$ cat config.mk
export PLATFORM = sky130hd
export DESIGN_NAME = seq_hex_adder
export DESIGN_NICKNAME = d
export VERILOG_FILES = /design/src/rtl/seq_hex_adder.sv
export SDC_FILE = /design/constraint.sdc
export NUM_CORES = 1
export LEC_CHECK = 0
export BUFFER_PORTS_ARGS = -buffer_cell sky130_fd_sc_hd__buf_2
export CAP_MARGIN = 20
export CORE_ASPECT_RATIO = 2
export CORE_MARGIN = 1.5
export CORE_UTILIZATION = 53
export CTS_CLUSTER_DIAMETER = 50
export DETAILED_ROUTE_END_ITERATION = 6
export GPL_TIMING_DRIVEN = 0
export PLACE_DENSITY = 0.76
export SLEW_MARGIN = 25
export SYNTH_ARGS = -nofsm -noshare
export SYNTH_HDL_FRONTEND = slang
export SYNTH_SLANG_ARGS = --single-unit
$ cat constraint.sdc
create_clock -name clk -period 4.2 [get_ports clk]
set_clock_uncertainty 0.1 [all_clocks]
set_input_delay 0.21 -clock clk [delete_from_list [all_inputs] [get_ports clk]]
set_output_delay 0.21 -clock clk [all_outputs]
set_load 0.01 [all_outputs]
$ cat src/rtl/seq_hex_adder.sv
// Nibble-serial adder/subtractor: one hex digit per clock, then a registered
// commit of S, carryOut and 7-segment patterns. Define LEADING_ZERO_BLANK_EN to blank leading zero digits.
module seq_hex_adder #(
  parameter int WIDTH = 8
) (
  input  logic                      clk,
  input  logic                      resetn,
  input  logic                      start,
  input  logic                      mode,
  input  logic [WIDTH-1:0]          X,
  input  logic [WIDTH-1:0]          Y,
  output logic                      ready,
  output logic                      done,
  output logic [WIDTH-1:0]          S,
  output logic                      carryOut,
  output logic [7*(WIDTH/4)-1:0]    hexOut
);

  localparam int DIGITS = WIDTH / 4;
  localparam int IW = (DIGITS > 1) ? $clog2(DIGITS) : 1;
  localparam logic [IW-1:0] LAST_IDX = IW'(DIGITS - 1);

  typedef enum logic [1:0] {IDLE, ADD, DONE} stateT;

  stateT                 state;
  logic [WIDTH-1:0]      opA;
  logic [WIDTH-1:0]      opB;
  logic [WIDTH-1:0]      partial;
  logic [WIDTH-1:0]      nextPartial;
  logic [WIDTH+3:0]      shiftedPartial;
  logic                  carry;
  logic [IW-1:0]         idx;
  logic [4:0]            nibSum;
  logic [7*DIGITS-1:0]   nextHex;
  logic [7*DIGITS-1:0]   resetHex;

  function automatic logic [6:0] segOf(input logic [3:0] nib);
    case (nib)
      4'h0: segOf = 7'h40;
      4'h1: segOf = 7'h79;
      4'h2: segOf = 7'h24;
      4'h3: segOf = 7'h30;
      4'h4: segOf = 7'h19;
      4'h5: segOf = 7'h12;
      4'h6: segOf = 7'h02;
      4'h7: segOf = 7'h78;
      4'h8: segOf = 7'h00;
      4'h9: segOf = 7'h10;
      4'hA: segOf = 7'h08;
      4'hB: segOf = 7'h03;
      4'hC: segOf = 7'h46;
      4'hD: segOf = 7'h21;
      4'hE: segOf = 7'h06;
      default: segOf = 7'h0E;
    endcase
  endfunction

  // Operands shift down each cycle so the active digit is always at bit 0;
  // the partial result fills from the top, leaving digit 0 at the bottom after DIGITS shifts.
  always_comb begin
    nibSum         = {1'b0, opA[3:0]} + {1'b0, opB[3:0]} + {4'b0000, carry};
    shiftedPartial = {nibSum[3:0], partial};
    nextPartial    = shiftedPartial[WIDTH+3:4];
  end

`ifdef LEADING_ZERO_BLANK_EN
  logic [DIGITS:0] nonZeroAbove;
  assign nonZeroAbove[DIGITS] = 1'b0;
`endif

  genvar g;
  generate
    for (g = 0; g < DIGITS; g++) begin : gDigit
`ifdef LEADING_ZERO_BLANK_EN
      // A digit is shown if it or any higher digit is nonzero; digit 0 is always shown.
      assign nonZeroAbove[g] = (|nextPartial[4*g +: 4]) | nonZeroAbove[g+1];
      assign nextHex[7*g +: 7] = ((g == 0) || nonZeroAbove[g]) ? segOf(nextPartial[4*g +: 4]) : 7'h7F;
      assign resetHex[7*g +: 7] = (g == 0) ? 7'h40 : 7'h7F;
`else
      assign nextHex[7*g +: 7]  = segOf(nextPartial[4*g +: 4]);
      assign resetHex[7*g +: 7] = 7'h40;
`endif
    end
  endgenerate

  always_ff @(posedge clk or negedge resetn) begin
    if (!resetn) begin
      state    <= IDLE;
      ready    <= 1'b1;
      done     <= 1'b0;
      S        <= '0;
      carryOut <= 1'b0;
      hexOut   <= resetHex;
      opA      <= '0;
      opB      <= '0;
      partial  <= '0;
      carry    <= 1'b0;
      idx      <= '0;
    end else begin
      case (state)
        IDLE: begin
          done <= 1'b0;
          if (start) begin
            opA     <= X;
            opB     <= mode ? ~Y : Y;
            carry   <= mode;
            idx     <= '0;
            partial <= '0;
            ready   <= 1'b0;
            state   <= ADD;
          end
        end
        ADD: begin
          opA     <= opA >> 4;
          opB     <= opB >> 4;
          partial <= nextPartial;
          carry   <= nibSum[4];
          idx     <= idx + 1'b1;
          // Visible outputs change only here, so partial sums never reach S or the display.
          if (idx == LAST_IDX) begin
            S        <= nextPartial;
            carryOut <= nibSum[4];
            hexOut   <= nextHex;
            done     <= 1'b1;
            state    <= DONE;
          end
        end
        DONE: begin
          done  <= 1'b0;
          ready <= 1'b1;
          state <= IDLE;
        end
        default: begin
          state <= IDLE;
        end
      endcase
    end
  end

endmodule

==> Word-level counts from Yosys, hierarchy flattened <==
Memory sizes are Yosys's and may differ from the RTL's. A register that Yosys moved wholly into a read port is not among the register bits.
Index checks and enable logic that the tools add are counted.
{ "classes": {"mux": 17, "n_eq_ne": 4, "n_lt_le_gt_ge": 0, "div_mod_pow": 0, "bitwise": 1, "n_addsub": 3, "reduce_logical": 12, "mul": 0, "shift": 0} }
{ "ops": {"columns": ["cell", "count"], "rows": [
  ["case mux 8 bit (2 select lines)", 3],
  ["two-way mux 8 bit", 4],
  ["AND reduction 2 bit", 5],
  ["NOT 8 bit", 1],
  ["case mux 1 bit (2 select lines)", 4],
  ["nonzero test 2 bit", 3],
  ["adder 4 x 4 -> 5 bit", 1],
  ["adder 5 x 1 -> 5 bit", 1],
  ["two-way mux 2 bit", 2],
  ["!= test 2 bit, second input constant", 2],
  ["case mux 2 bit (2 select lines)", 1],
  ["two-way mux 1 bit", 3],
  ["equality test 2 x 1 -> 1 bit, second input constant", 1],
  ["equality test 2 bit, second input constant", 1],
  ["logical NOT 1 bit", 2],
  ["logical NOT 2 bit", 1],
  ["OR reduction 2 bit", 1],
  ["adder 1 bit, second input constant", 1]
]} }
{ "totals": {"out_inout_bits": 25, "register_bits": 39, "romBits": 224, "ramBits": 0, "mem_count": 2, "latch_bits": 0, "wordCells": 49, "in_bits": 20} }
{ "memory_table": {"columns": ["memory", "depth", "word_bits", "read_ports", "rd_clocked_by_memory_dff", "write_ports", "line_no", "source"], "rows": [
  ["(no name shown)", 16, 7, 1, 1, 0, "38", "case (nib)"],
  ["(no name shown)", 16, 7, 1, 1, 0, "38", null]
]} }

==> Longest topological paths before layout <==
{ "logic_depth": {"depth_word": 4, "depth_mapped": 7, "depth_no_buf": 7} }

==> Least setup slack after synthesis <==
Ideal clock, no wire load.
{ "synth_timing": {"path_type": "flip-flop to flip-flop", "from": "register opA[0]", "to": "register hexOut[9]", "arrival_time_ns": 2.345, "stages_incl_launch_ff": 7, "path_buffers": 0, "period_less_slack_ns": 2.514, "setup_ns": 0.069, "path_slack_ns": 1.686, "t_required_ns": 4.031, "path_cell_list": "dfrtp_1 fa_1 fa_1 inv_1 ha_1 or4_1 nand3_1"} }
{ "synth_via": {"elab_chain_cells": 2} }
{ "synth_lines": {"columns": ["element", "line_no", "source"], "rows": [
  ["start, declared", "26", "logic [WIDTH-1:0] opA;"],
  ["start signal, assigned", "114", "opA <= opA >> 4;"],
  ["adder 4 x 4 -> 5 bit", "61", "nibSum = {1'b0, opA[3:0]} + {1'b0, opB[3:0]} + {4'b0000, carry};"],
  ["adder 5 x 1 -> 5 bit", "61", null],
  ["via nibSum[1]", "33", "logic [4:0] nibSum;"],
  ["end, declared", "16", "output logic [7*(WIDTH/4)-1:0] hexOut"]
]} }
The timed path passes the listed nets, and every way through them passes these cells.
A chain may end at the register's enable or synchronous reset.

==> Worst setup path in the final report <==
Ends and elaborated chain as after synthesis.

==> metrics <==
CTS tree built; top post-synthesis cells by area dfrtp_1 (45%), ha_1 (7.8%), nand2_1 (6.0%), o21ai_0 (4.7%), a22o_1 (3.7%); clk sinks just under 50; floorplan row count 35; status complete, no violations; Worst Tran Pin Value 0.845 ns; Yosys top cell area share 0.447; starting density of the core 0.554; part of the cycle the worst path needs 0.653; Worst path slowest cell fa_1; Via density 5.55; die area 5310 um^2; Final nets 347; met2 Track Usage GR 0.428; vias in the first global route about 2000; met1 Usage GRT 0.252; post-CTS sizing 0; CP Launch Type register; share of cells above drive strength 1 0.226; Root Driver clkbuf_8; Die H between 100 and 150 um; Top cell by count, worst path fa_1; Mapped Nets 296; Detailed Place HPWL around 4.0 mm; antenna-violating nets left 0; drt drc 0; leakage power total roughly 1.5 nW; vias between 2000 and 2500; Post-Syn Area per Cell 9.97 um^2; met3 Use GR 0.0324; Period minus WS final 2.74 ns; worst min path class input pin to register; I/O pin cnt 45; VDD IR max 0.000571 V; Filler Cell Count 438; drt wl/cell approximately 15 um; P&R area growth vs syn 15.3%; Worst EP required 4.33 ns; Die X 52.3 um; drt pass-1 iters 4; Max Cap Viol 0; element type at the critical path end register; Final Hold Vio Count 0; Final Max Slew Viols 0; initial antenna violation count 0; n_diodes 0; RSZ-0062 raised after global routing no; Max Clk Rate 365 MHz; Max Root-Sink Buffers 2; CP Max Fanout 6; first-pass GRT wire length 9.10 mm; Yosys cell types 44; Synth area leader dfrtp_1; critical setup path kind register to register; worst-path cell chain fa_1, fa_1, inv_1, ha_1, or4_1, nand3_1; WL final 5.32 mm; clk slew on worst S/H paths 0.09 ns; Yosys reg bits 49; Skew-Pair Late Insertion Delay 0.30 ns; grt ovf 0; PwrDens 893 nW/um^2; GR peak layer met2; Synth Warn # 0; WHS roughly 0.019 ns; largest net degree at the start of global routing 50; TritonCTS Buffers 5; setup TNS 0 ns; fin util 0.639; Arr. time, crit path 2.87 ns; routability cong. ~0.89; setup violators final 0; post-synthesis sequential area ratio 0.478; Placeable Area 4640 um^2; CP max stage delay roughly 0.64 ns; Worst slew margin 0.432; Cells after Synth 258; port bufs 43; H-tree level count 2; detailed router's first-iteration violation count 47; gr usage total 0.229; mapped cell area 2570 um^2
-- cell usage after synthesis (all sizes together) --
cell type and count:
dfrtp 46, nand2 43, o21ai 24, nor2 18, ha 16, a21oi 15, a22o 11, clkbuf 9
inv 9, buf 6, mux2i 6, nand3 5, xnor2 5, xor2 5, dfstp 3, nor3 3
a21o 2, a221o 2, a22oi 2, a311oi 2, fa 2, mux2 2, nand2b 2, nor2b 2
nor4 2, o221ai 2, or4 2, a2111oi 1, a211oi 1, a21boi 1, a31oi 1, a32oi 1
and2 1, and2b 1, and3b 1, mux4 1, o2111ai 1, or2 1, or4b 1
-- per-stage QoR --
step / cells / instance area (um^2) / worst slack (ns) / power, W
after global placement: 356 / 2860 / 1.43 / 0.00234
after floorplan: 258 / 2570 / 1.69 / 0.00194
after global routing: 365 / 2970 / 1.30 / 0.00290
after CTS: 365 / 2970 / 1.43 / 0.00267
final: 365 / 2970 / 1.46 / 0.00265
after detailed placement: 356 / 2860 / 1.45 / 0.00238
-- area by class of cell --
class / count / area, um^2 / share of cell area
tap: 55 / 68.8 / 0.0232
sequential: 49 / 1230 / 0.415
buffer: 15 / 76.3 / 0.0257
inverter: 9 / 33.8 / 0.0114
timing repair buffer: 44 / 228 / 0.0768
multi-input combinational: 185 / 1230 / 0.416
clock inverter: 2 / 13.8 / 0.00464
clock buffer: 6 / 82.6 / 0.0278
-- report_power, final --
group          leakage [nW]  switching (W)  internal, W  total, W
combinational         0.807       0.000906     0.000624   0.00153
sequential            0.618       0.000140     0.000689  0.000829
clock                0.0512       0.000156     0.000134  0.000289
-- critical path, delay by kind of cell, from the launching register on --
kind                     cells  cell delay (ns)
adder cells (fa/ha/maj)      3             1.38
AND/OR/NAND/NOR              2             0.61
flip-flops                   1             0.42
buffers and inverters        1             0.17
-- layer usage --
layer | wire (um) | vias up
li1 | - | 995
met1 | 2020 | 982
met2 | 3090 | 42
met3 | 138 | 5
met4 | 72 | 0
met5 | 0 | -
-- cell usage in the layout, fill, tap and decap left out, types with 6 or more instances in the layout --
cell / synthesis / final
nor2_1: 18 / 18
a22o_1: 11 / 11
inv_1: 8 / 8
dfrtp_1: 46 / 46
buf_2: 4 / 46
clkbuf_8: 0 / 6
a21oi_1: 15 / 15
ha_1: 16 / 16
mux2i_1: 6 / 6
o21ai_0: 24 / 24
clkbuf_1: 9 / 9
nand2_1: 41 / 41
-- final timing paths --
check                      startpoint        end  slack, ns  cells after the start
max                            opA[0]  hexOut[9]       1.46                      6
min                              X[5]     opA[5]       0.02                      2
max reg2reg                    opA[0]  hexOut[9]       1.46                      6
min reg2reg                      S[6]       S[6]       0.38                      2
max in group asynchronous      resetn     opA[4]       3.22                      2
min in group asynchronous      resetn       S[6]       0.35                      2
-- state kept, by name, summed over array words and instances (netlist names) --
signal    cells
carryOut      1
idx           1
hexOut       14
partial       4
done          1
opB           8
carry         1
opA           8
ready         1
state         2
S             8
-- cell families (layout without fill, tap and decap cells) --
logic type                 Yosys count  after routing  share of synthesized area
adders and majority gates           18             18                     0.0934
and+or+nand+nor                     82             82                      0.143
xor gates and xnor gates            10             10                     0.0370
AOI/OAI and AO/OA                   66             66                      0.165
DFF                                 49             49                      0.478
muxes                                9              9                     0.0409
buffers and inverters               24             76                     0.0428
-- timing repair --
action                    4_1_cts  5_1_grt
hold endpoints to repair       46        0
buffers inserted                0        0
hold buffers                    1        0
No activity file was read; power rests on OpenSTA's default activity.
